[src/rtl/alu_pkg.sv]
// Shared encodings for the execute-stage ALU: function classes and per-class opcodes.
package alu_pkg;

  localparam logic [1:0] FC_SHIFT = 2'b00;
  localparam logic [1:0] FC_SLT   = 2'b01;
  localparam logic [1:0] FC_ARITH = 2'b10;
  localparam logic [1:0] FC_LOGIC = 2'b11;

  localparam logic [1:0] AND = 2'b00;
  localparam logic [1:0] OR  = 2'b01;
  localparam logic [1:0] XOR = 2'b10;
  localparam logic [1:0] NOR = 2'b11;

  localparam logic [1:0] NONE = 2'b00;
  localparam logic [1:0] SLL  = 2'b01;
  localparam logic [1:0] SRL  = 2'b10;
  localparam logic [1:0] SRA  = 2'b11;

endpackage

[src/rtl/alu_addsub.sv]
// N-bit adder/subtractor: sum, carry out of the top bit, and signed overflow.
module alu_addsub #(
  parameter int unsigned N = 32
) (
  input  logic [N-1:0] a_i,
  input  logic [N-1:0] b_i,
  input  logic         sub_i,
  output logic [N-1:0] sum_o,
  output logic         carry_o,
  output logic         ovf_o
);

  logic [N-1:0] b_eff;

  assign b_eff = sub_i ? ~b_i : b_i;
  // Subtract uses the carry-in to complete the two's complement of b.
  assign {carry_o, sum_o} = {1'b0, a_i} + {1'b0, b_eff} + {{N{1'b0}}, sub_i};
  assign ovf_o = (a_i[N-1] == b_eff[N-1]) && (sum_o[N-1] != a_i[N-1]);

endmodule

[src/rtl/alu_core.sv]
// Registered N-bit ALU: shift, set-less-than, arithmetic and logic classes with
// zero/overflow/carry flags, one cycle of latency.
module alu_core
  import alu_pkg::*;
#(
  parameter int unsigned N = 32
) (
  input  logic         clk,
  input  logic         rst_n,
  input  logic [N-1:0] a,
  input  logic [N-1:0] b,
  input  logic [1:0]   opcode,
  input  logic [1:0]   fnClass,
  output logic [N-1:0] out,
  output logic         zerof,
  output logic         ovf,
  output logic         c_out
);

  localparam int unsigned ShW = $clog2(N);

  logic [ShW-1:0] sh;
  logic [N-1:0]   sum;
  logic           carry;
  logic           as_ovf;
  logic           as_sub;
  logic           slt_lt;
  logic [N-1:0]   sra_res;

  logic [N-1:0] out_d, out_q;
  logic         zerof_d, zerof_q;
  logic         ovf_d, ovf_q;
  logic         c_out_d, c_out_q;

  assign sh = b[ShW-1:0];

  // Compare reuses the subtractor, so SLT always subtracts.
  assign as_sub = (fnClass == FC_SLT) || opcode[1];

  alu_addsub #(
    .N (N)
  ) u_addsub (
    .a_i     (a),
    .b_i     (b),
    .sub_i   (as_sub),
    .sum_o   (sum),
    .carry_o (carry),
    .ovf_o   (as_ovf)
  );

  assign slt_lt  = opcode[0] ? ~carry : (sum[N-1] ^ as_ovf);
  assign sra_res = $signed(a) >>> sh;

  always_comb begin
    out_d   = '0;
    ovf_d   = 1'b0;
    c_out_d = 1'b0;
    unique case (fnClass)
      FC_SHIFT: begin
        unique case (opcode)
          NONE:    out_d = a;
          SLL:     out_d = a << sh;
          SRL:     out_d = a >> sh;
          SRA:     out_d = sra_res;
          default: out_d = a;
        endcase
      end
      FC_SLT: out_d = {{(N-1){1'b0}}, slt_lt};
      FC_ARITH: begin
        out_d   = sum;
        ovf_d   = as_ovf;
        c_out_d = carry;
      end
      FC_LOGIC: begin
        unique case (opcode)
          AND:     out_d = a & b;
          OR:      out_d = a | b;
          XOR:     out_d = a ^ b;
          NOR:     out_d = ~(a | b);
          default: out_d = a & b;
        endcase
      end
      default: out_d = '0;
    endcase
    zerof_d = (out_d == '0);
  end

  always_ff @(posedge clk or negedge rst_n) begin
    if (!rst_n) begin
      out_q   <= '0;
      zerof_q <= 1'b0;
      ovf_q   <= 1'b0;
      c_out_q <= 1'b0;
    end else begin
      out_q   <= out_d;
      zerof_q <= zerof_d;
      ovf_q   <= ovf_d;
      c_out_q <= c_out_d;
    end
  end

  assign out   = out_q;
  assign zerof = zerof_q;
  assign ovf   = ovf_q;
  assign c_out = c_out_q;

endmodule

[config.mk]
export PLATFORM = sky130hd
export DESIGN_NAME = alu_core
export DESIGN_NICKNAME = d
export VERILOG_FILES = /design/src/rtl/alu_pkg.sv /design/src/rtl/alu_addsub.sv /design/src/rtl/alu_core.sv
export SDC_FILE = /design/constraint.sdc
export NUM_CORES = 1
export LEC_CHECK = 0
export CORE_UTILIZATION = 50
export CTS_CLUSTER_SIZE = 24
export DETAILED_ROUTE_END_ITERATION = 10
export DONT_BUFFER_PORTS = 1
export PLACE_DENSITY = 0.68
export SYNTH_ARGS = -nofsm -noshare
export SYNTH_HDL_FRONTEND = slang
export SYNTH_HIERARCHICAL = 1
export SYNTH_SLANG_ARGS = --single-unit
[constraint.sdc]
create_clock -name clk -period 0.8 [get_ports clk]
set_clock_uncertainty 0.05 [all_clocks]
set_input_delay 0.04 -clock clk [delete_from_list [all_inputs] [get_ports clk]]
set_output_delay 0.04 -clock clk [all_outputs]
set_load 0.02 [all_outputs]
Yosys cells after proc, flatten, opt, wreduce, memory -nomap -nowiden

Cells that the tools add are included.

Register bits after elaboration: 35
Bits of input ports: 70
Output and inout bits: 35
Logic and storage cells: 36

$add $sub $neg: 2
Eq/ne operators: 8
Shift operators: 3
Mux-type cells: 7
Bitwise gates (word level): 7
Reductions and logical operators: 5

Operators by type and width:

| kind                                                                   | number |
|---|---|
| 32-bit case mux with 4 select lines                                    | 3 |
| 32-bit NOT                                                             | 2 |
| 32-bit by 32-bit adder with 33-bit output                              | 1 |
| 33-bit by 1-bit adder with 33-bit output                               | 1 |
| 32-bit AND                                                             | 1 |
| 32-bit zero test                                                       | 1 |
| 32-bit two-way mux                                                     | 1 |
| 32-bit bitwise OR                                                      | 1 |
| 32-bit by 5-bit left shift with 32-bit output                          | 1 |
| 32-bit by 5-bit right shift with 32-bit output                         | 1 |
| 32-bit by 5-bit >>> shifter with 32-bit output                         | 1 |
| 32-bit bitwise XOR                                                     | 1 |
| 2-bit equality test (second input constant)                            | 4 |
| 2-bit by 1-bit equality test with 1-bit output (second input constant) | 2 |
| 2-bit zero test                                                        | 2 |
| 1-bit two-way mux                                                      | 3 |
| 1-bit equality test                                                    | 1 |
| 1-bit logical AND                                                      | 1 |
| 1-bit logical OR                                                       | 1 |
| 1-bit != test                                                          | 1 |
| 1-bit NOT                                                              | 1 |
| 1-bit bitwise XOR                                                      | 1 |

Longest topological paths before layout

Gate-level depths: netlist of the first run.

Depth after elaboration: 11
Mapped depth: 26
Mapped depth without buffers: 20

Hierarchy

The synthesis of the first run kept the hierarchy.

Modules (own cells, without submodules):

| module     | instances | cells each | area an instance (µm²) |
|---|---|---|---|
| alu_core   | 1         | 908        | 7953.9 |
| alu_addsub | 1         | 276        | 1983.2 |

Least setup slack after synthesis of the first run

OpenSTA, ideal clock, no wires.

Path kind: input to register
From: in fnClass[0]
To: reg zerof_q (netlist: zerof)
Arrival: 5.416 ns
Required time: 0.654 ns
Setup slack: -4.762 ns
Cell stages on the path: 21
Buffers on the path: 6
Cells stage by stage: clkbuf_1 -> buf_1 -> buf_1 -> a21o_1 -> clkbuf_2 -> buf_1 -> xor2_1 -> ha_1 -> clkbuf_1 -> a21o_1 -> a21o_1 -> o31ai_2 -> o21bai_1 -> a21o_1 -> xor2_1 -> mux2i_1 -> o22ai_1 -> a211o_1 -> or4b_1 -> or4_1 -> nor4_2

RTL lines:

| item                                               | line             | source |
|---|---|---|
| start: declaration                                 | alu_core.sv:13   | `input logic [1:0] fnClass,` |
| 2-bit by 1-bit equality test with 1-bit output (*) | alu_core.sv:38   | `assign as_sub = (fnClass == FC_SLT) \|\| opcode[1];` |
| 1-bit logical OR (*)                               | alu_core.sv:38   |  |
| net as_sub                                         | alu_core.sv:26   | `logic as_sub;` |
| 32-bit two-way mux                                 | alu_addsub.sv:15 | `assign b_eff = sub_i ? ~b_i : b_i;` |
| 32-bit by 32-bit adder with 33-bit output          | alu_addsub.sv:17 | `assign {carry_o, sum_o} = {1'b0, a_i} + {1'b0, b_eff} + {{N{1'b0}}, sub_i};` |
| 33-bit by 1-bit adder with 33-bit output (*)       | alu_addsub.sv:17 |  |
| net sum[14]                                        | alu_core.sv:23   | `logic [N-1:0] sum;` |
| 32-bit case mux with 4 select lines (*)            | alu_core.sv:58   | `unique case (fnClass)` |
| net out_d[14]                                      | alu_core.sv:30   | `logic [N-1:0] out_d, out_q;` |
| 32-bit zero test (*)                               | alu_core.sv:85   | `zerof_d = (out_d == '0);` |
| net zerof_d                                        | alu_core.sv:31   | `logic zerof_d, zerof_q;` |
| end signal: assignment                             | alu_core.sv:96   | `zerof_q <= zerof_d;` |
| end: declaration                                   | alu_core.sv:31   |  |

The timed path passes the listed nets; every way through them passes the cells marked *.

Worst setup path after layout of the first run

From: in opcode[1]
To: reg zerof_q (netlist: zerof)

RTL lines:

| item                                         | line             | source |
|---|---|---|
| start: declaration                           | alu_core.sv:12   | `input logic [1:0] opcode,` |
| 1-bit logical OR (*)                         | alu_core.sv:38   |  |
| 32-bit two-way mux                           | alu_addsub.sv:15 |  |
| 32-bit by 32-bit adder with 33-bit output    | alu_addsub.sv:17 |  |
| 33-bit by 1-bit adder with 33-bit output (*) | alu_addsub.sv:17 |  |
| net sum[21]                                  | alu_core.sv:23   |  |
| 32-bit case mux with 4 select lines (*)      | alu_core.sv:58   |  |
| net out_d[21]                                | alu_core.sv:30   |  |
| 32-bit zero test (*)                         | alu_core.sv:85   |  |
| net zerof_d                                  | alu_core.sv:31   |  |

Marked as above.

==> results of run 1 <==
## final timing paths
check                                     to        from  slack (ns)
min                        out[29]$_DFF_PN0_       rst_n       -0.60
min in group clk           out[30]$_DFF_PN0_  fnClass[0]       -0.04
max in group asynchronous      ovf$_DFF_PN0_       rst_n        1.21
max                          zerof$_DFF_PN0_   opcode[1]       -3.32
## cells in the mapped netlist (14+ instances only)
| library cell | number |
|---|---|
| o21ai_0 | 66 |
| inv_1 | 77 |
| clkbuf_1 | 56 |
| xor2_1 | 54 |
| nor3_1 | 16 |
| nand2_1 | 88 |
| buf_2 | 27 |
| ha_1 | 97 |
| nor2_1 | 62 |
| a21oi_1 | 56 |
| mux2i_1 | 100 |
| o211ai_1 | 18 |
| nand3_1 | 22 |
| buf_1 | 14 |
| dfrtp_1 | 35 |
| mux4_2 | 64 |
| mux2_2 | 28 |
| xnor2_1 | 37 |
| o22ai_1 | 18 |
## power by group through the flow
stage	clock (mW)	sequential, mW	combinational, mW
global placement	0	2.59	9.29
global route	2.36	2.67	11.8
floorplan	0	2.56	5.92
finish	2.22	2.63	11.2
CTS	2.24	2.60	10.3
detailed placement	0	2.60	9.37
## layout make-up
type,count,area share (%)
Timing Repair Buffer,336,20.3
Tap cell,265,2.49
Clock buffer,6,1.04
Clock inverter,2,0.263
Multi-Input combinational cell,957,66.7
Sequential cell,35,6.90
Inverter,81,2.30
## stage by stage
step	worst slack (ns)	instances
final	-3.32	1682
after global placement	-3.43	1646
after floorplan	-3.69	1184
after CTS	-3.10	1681
after global routing	-3.41	1682
after detailed placement	-3.52	1646
## cells by family after synthesis
logic type | count (synthesis)
flip-flops | 35
XOR/XNOR | 91
AO/OA/AOI/OAI | 308
adder cells (fa/ha/maj) | 98
multiplexers | 193
buffers and inverters | 192
AND/OR/NAND/NOR | 267
## layer usage
metal,vias to the layer above,part of all wire (%)
met5,-,0
met4,0,5.0
met3,165,13
met2,794,44
met1,5470,38
li1,4859,-
## sequential cells by signal, summed over array words and instances (netlist names)
register	count
ovf	1
zerof	1
c_out	1
out	32
## placed cells by master (no fill, tap or decap), types with 6 or more instances in the layout
master | Yosys | final
nand2b_1 | 13 | 12
a32oi_1 | 8 | 6
a32o_1 | 6 | 6
ha_1 | 97 | 96
buf_6 | 4 | 19
buf_4 | 8 | 308
mux2_2 | 28 | 25
mux4_2 | 64 | 64
a21oi_1 | 56 | 37
xnor2_1 | 37 | 34
buf_12 | 1 | 7
nor2b_1 | 10 | 9
o21ai_2 | 0 | 11
nor3_1 | 16 | 14
dfrtp_2 | 0 | 34
o21ai_0 | 66 | 45
inv_1 | 77 | 76
nand3_1 | 22 | 19
nand2_1 | 88 | 84
nand4_1 | 7 | 7
o21ai_1 | 9 | 16
nor2_1 | 62 | 58
a21oi_2 | 0 | 16
or3_1 | 7 | 7
o2111ai_1 | 6 | 6
mux2i_1 | 100 | 99
o211ai_1 | 18 | 18
a211o_1 | 10 | 10
a21o_1 | 12 | 11
xor2_1 | 54 | 51
and3_1 | 10 | 10
o22ai_1 | 18 | 15
## repair_timing
| action | 4_1_cts | 5_1_grt |
|---|---|---|
| cloned | 1 | 0 |
| pin swaps | 40 | 55 |
| endpoints found under the setup margin | 69 | 70 |
| resized for setup | 99 | 86 |
| hold endpoints to repair | 38 | 37 |
| setup buffers | 28 | 25 |
## worst max-delay path, cell delays in order
cell	delay [ns]
a21o_4	0.28
buf_6	0.14
xor2_1	0.15
ha_1	0.36
nand3_1	0.12
nand4b_1	0.15
o211ai_2	0.23
buf_4	0.15
nand4_1	0.22
a41oi_4	0.32
xnor2_2	0.11
mux2_4	0.29
a221oi_4	0.31
nand2_1	0.12
or4b_1	0.49
or4_1	0.42
nor4_2	0.27
==> flow_summary_export.csv, run 1 <==
group,metric,value,unit
placed_design,hpwl,34500,um
layout,final_util,68.4,%
power_and_ir_drop,pwr-share-clk,13.9,%
yosys,yosysTopAreaCellShare,14.5,%
min_path,min_path_type,"input pin to async pin",
setup_path,critPathLaunchType,"input pin",
drt,via_per_inst,6.71,
drt,drc,0,
global_route,use_met2,71.0,%
yosys,ys_ff_latch,35,
sta,finalWorstSetupSlack,-3.32,ns
drt,drt_iter0_drc,1267,
sta,min_period_over_period,515,%
global_route,grt_pass1_wl,68500,um
die,std_cell_rows,51,
layout,num_antenna_cells,0,
clock_tree,clk_pin_slew_worst_paths,0.06,ns
global_route,use_met1,58.6,%
yosys,syn_area_per_cell,8.39,um^2
clock_tree,htreeDepth,2,
power_and_ir_drop,p_int,9.46,mW
yosys,ys_types,84,
global_route,top_usage_layer,"met2",
job,cap_violations,0,
layout,drive_gt1_share,41.0,%
yosys,synthFlopType,"dfrtp_1",
layout,regArea,918,um^2
die,start_util,51.1,%
setup_path,worstPathRequired,0.93,ns
yosys,synthesis.nets,1352,
die,die_area,0.0204,mm^2
power_and_ir_drop,power_leakage,6.14,nW
setup_path,path_max_fanout,108,
layout,n_fill_cell,1543,
drt,wl_per_cell,27.9,um
sta,maxSlewHeadroom,41.5,%
run_status,violations,"hold timing, setup timing",
sta,fin_crit,4.12,ns
sta,fmax,0.243,GHz
global_route,grt_pass1_vias,10800,
clock_tree,cts.sink_count,35,
layout,design_area,0.0133,mm^2
die,die_w,143,um
yosys,synthAdderAreaFrac,12.4,%
layout,area_growth_syn_to_layout,34.0,%
yosys,ys_async_sr_fraction,100,%
die,core_area,0.0195,mm^2
power_and_ir_drop,p_switching,6.57,mW
yosys,synth_compound_area_share,21.5,%
power_and_ir_drop,combPwrFrac,69.7,%
global_route,grt_max_degree,109,
setup_path,endpoint_kind,"flip-flop",
global_route,overflow,0,
drt,dr.pass1.iters,5,
sta,finalSetupViolations,58,
yosys,yosys-top-cells-area,"mux4_2 (15%), ha_1 (12%), mux2i_1 (10%)",
clock_tree,clock-root-buffer,"clkbuf_16",
yosys,yosys.area_share.xor_xnor,8.02,%
sta,holdWs,-0.595,ns
clock_tree,cts_buffers,5,
die,boundaryPins,105,
yosys,muxShareOfSynthArea,27.9,%
clock_tree,cts.path.max_buffers,2,
yosys,yosysSeqAreaShare,8.81,%
drt,wirelength,46900,um
sta,finalSetupTns,-70.37,ns
placed_design,placedInstanceArea,0.0122,mm^2
sta,drv_slew,0,
drt,ant_nets,0,
global_route,grt_antenna_before_repair,1,
die,die_h,143,um
yosys,synth_enable_flop_cells,0,
power_and_ir_drop,ir_drop,0.000948,V
setup_path,cp_data_arrival_time,4.25,ns
sta,hold_viol_final,38,
placed_design,routabilityCongestion,1.03,
power_and_ir_drop,finalPower,16.0,mW
clock_tree,cts_tree,"built",
sta,rsz0062_at_grt,"yes",
setup_path,path_class,"input pin to flip-flop",
yosys,synthCells,1184,
power_and_ir_drop,p_seq_share,16.4,%
global_route,use_met3,13.0,%
yosys,synth_top_family_by_area,"multiplexers",
drt,vias,11300,
global_route,track_usage,45.6,%
yosys,yosysTopAreaCell,"mux4_2",
yosys,yosysWarnings,6,
placed_design,io_buffers,0,
power_and_ir_drop,swShare,41.0,%
layout,multi_input_area,0.00887,mm^2
sta,worst_slew_pin_slew,0.872,ns
power_and_ir_drop,cellPowerDensity,1200,mW/mm^2
yosys,synthSimpleGateAreaFrac,13.0,%
run_status,outcome,"complete, but fails checks",
yosys,netlist_area,0.00994,mm^2
layout,fin_nets,1584,
Power figures use the tool's default switching activity.
==> run 2: changes to the inputs <==
- SYNTH_HIERARCHICAL: 1 -> not set
==> run 2 against run 1 <==
  * The run still ends with hold timing, setup timing left
  * First-iteration DRC count decreased by 9.6%
  * Combinational power rose by 6%
  * Die area grew 1.6%
  * Sequential power down 2%
  * Utilization grew 4.6 points
  * Cell count grew 11%
  * Sequential cell count did not move
  * Sequential share of layout area fell by 0.50 points
  * Highest routed layer unchanged
==> flow_summary_export.csv, run 2 <==
group,metric,value,unit
yosys,ys_types,80,
job,cap_violations,0,
setup_path,cpMostUsedCell,"nor2b_4",
clock_tree,cts_tree,"built",
die,core_area,0.0197,mm^2
drt,drc,0,
yosys,synth.most_common_cell,"nand2_1",
sta,finalSetupViolations,70,
yosys,yosysTopAreaCell,"ha_1",
run_status,violations,"hold timing, setup timing",
drt,wl_per_cell,25.7,um
layout,design_area,0.0143,mm^2
global_route,grt_antenna_before_repair,0,
sta,rsz0062_at_grt,"yes",
clock_tree,htreeDepth,2,
yosys,synthesis.nets,1464,
sta,holdWs,-0.611,ns
setup_path,critPathLaunchType,"input pin",
layout,final_cell_mix,"buf_4 (367), nand2_1 (112), nor2_1 (89)",
setup_path,path_max_fanout,19,
global_route,track_usage,46.0,%
yosys,ys_ff_latch,35,
global_route,grt_pass1_wl,70400,um
yosys,yosysSeqAreaShare,8.67,%
yosys,syn_area_per_cell,7.79,um^2
clock_tree,clk_pin_slew_worst_paths,0.06,ns
yosys,ys_async_sr_fraction,100,%
clock_tree,cts.sink_count,35,
setup_path,worstPathRequired,0.97,ns
min_path,min_path_type,"input pin to async pin",
die,std_cell_rows,51,
drt,ant_nets,0,
setup_path,path_class,"input pin to flip-flop",
sta,min_period_over_period,369,%
placed_design,io_buffers,0,
clock_tree,postCtsHoldBufs,1,
drt,wirelength,48000,um
die,start_util,51.4,%
sta,finalWorstSetupSlack,-2.15,ns
setup_path,path_cells,"nor2b_4, nor2_4, buf_12, buf_6, xnor2_4, ha_4, nor2b_4, o31a_1, o211ai_1, nand2_1, o22ai_2, mux2i_1, or3_1, nor4_1, nand4_1, nor2_1",
placed_design,place_inst,1828,
sta,fmax,0.339,GHz
layout,drive_gt1_share,41.7,%
layout,fin_nets,1768,
setup_path,cp_data_arrival_time,3.12,ns
sta,hold_viol_final,37,
sta,maxSlewHeadroom,59.8,%
power_and_ir_drop,power_leakage,6.53,nW
run_status,outcome,"complete, but fails checks",
layout,final_common_cell,"buf_4",
die,die_w,144,um
yosys,synthFlopType,"dfrtp_1",
die,boundaryPins,105,
layout,area_growth_syn_to_layout,42.0,%
setup_path,critical_path_buf_inv_count,2,
yosys,synthCells,1297,
drt,vias,12200,
placed_design,hpwl,36400,um
setup_path,cp-endpoint,"zerof$_DFF_PN0_",
yosys,ys_top_cells_by_count,"nand2_1 (120), nor2_1 (99), ha_1 (96)",
sta,finalSetupTns,-56.80,ns
layout,largest_reg_flops,32,
clock_tree,clock-root-buffer,"clkbuf_16",
layout,num_antenna_cells,0,
drt,via_per_inst,6.56,
die,die_area,0.0208,mm^2
clock_tree,cts.path.max_buffers,2,
placed_design,routabilityCongestion,1.04,
setup_path,cp-startpoint,"fnClass[0]",
clock_tree,cts_buffers,5,
yosys,synth_enable_flop_cells,0,
die,die_h,144,um
drt,drt_iter0_drc,1145,
sta,fin_crit,2.95,ns
setup_path,max_stage_delay,0.38,ns
setup_path,crit_cells,16,
setup_path,cpLargestDelayFamily,"simple AND/OR/NAND/NOR gates",
power_and_ir_drop,cellPowerDensity,1170,mW/mm^2
yosys,yosysTopAreaCellShare,11.9,%
global_route,overflow,0,
power_and_ir_drop,ir_drop,0.000939,V
yosys,netlist_area,0.0101,mm^2
yosys,yosys-top-cells-area,"ha_1 (12%), mux4_2 (10%), dfrtp_1 (8.7%)",
setup_path,crit_path_top_delay_cell,"or3_1",
sta,drv_slew,0,
setup_path,endpoint_kind,"flip-flop",
global_route,grt_pass1_vias,11900,
layout,instances_no_fill,1867,
drt,dr.pass1.iters,6,
global_route,grt_max_degree,94,
sta,worst_slew_pin_slew,0.588,ns
yosys,yosysWarnings,0,
placed_design,placedInstanceArea,0.0130,mm^2
[run 2: cell count changes in the layout (fill, tap and decap cells not counted), sizes merged, moves of 18 or more]
cell	change
buf	+62
xor2	-43
nor2	+38
nand2	+32
a21oi	+27
xnor2	+26
mux4	-18
[run 2: worst min-delay path by stage]
stage / startpoint / to / slack [ns] / cells after the start
after CTS: rst_n / out[26]$_DFF_PN0_ / -0.61 / 0
after detailed placement: rst_n / out[26]$_DFF_PN0_ / -0.30 / 0
final: rst_n / out[29]$_DFF_PN0_ / -0.61 / 0
after floorplan: rst_n / c_out$_DFF_PN0_ / -0.31 / 0
after global placement: rst_n / out[26]$_DFF_PN0_ / -0.31 / 0
after global routing: rst_n / out[25]$_DFF_PN0_ / -0.62 / 0
[run 2: kinds of logic (layout without fill, tap and decap cells)]
kind of cell,count (synthesis),count (layout),synth area share [%]
adder cells (fa/ha/maj),97,97,12.1
AO/OA/AOI/OAI,384,384,26.2
multiplexers,168,168,22.9
flip-flops,35,35,8.67
AND/OR/NAND/NOR,348,348,15.9
buffers and inverters,191,496,7.82
XOR/XNOR,74,74,6.42
[run 2: cell type report]
cell class	count	area, um^2
repair buffers	399	3180
clock inverters	2	35.0
clock buffers	6	139
flip-flops and latches	35	918
well taps	265	332
fillers	1525	5310
multi-input cells	1071	9400
inverters	89	334
[run 2: through the flow]
step                util [%]  total power, mW  worst slack, ns
floorplan                  -             8.56            -2.60
global placement        66.4             12.4            -2.57
detailed placement      66.4             12.6            -2.59
CTS                     71.6             16.1            -2.08
global route            73.0             17.7            -2.33
finish                  73.0             16.8            -2.15
[run 2: where the power goes]
| group | total [mW] | internal (mW) | switching [mW] |
|---|---|---|---|
| clock | 2.37 | 1.55 | 0.823 |
| combinational | 11.9 | 6.15 | 5.73 |
| sequential | 2.58 | 2.11 | 0.476 |
| total | 16.8 | 9.81 | 7.03 |
[run 2: routing by layer]
metal,GRT usage (%),wire length (um),up-vias,share of wire [%]
li1,-,-,5451,-
met1,58.1,18600,5829,39
met2,73.0,21200,805,44
met3,11.0,5550,156,12
met4,22.8,2680,0,5.6
met5,0,0,-,0
[run 2: timing repair]
item,CTS,global route
hold endpoints to repair,37,37
endpoints found under the setup margin,70,70
buffers inserted,30,6
pin swaps,51,20
cloned,1,0
resized for setup,140,65
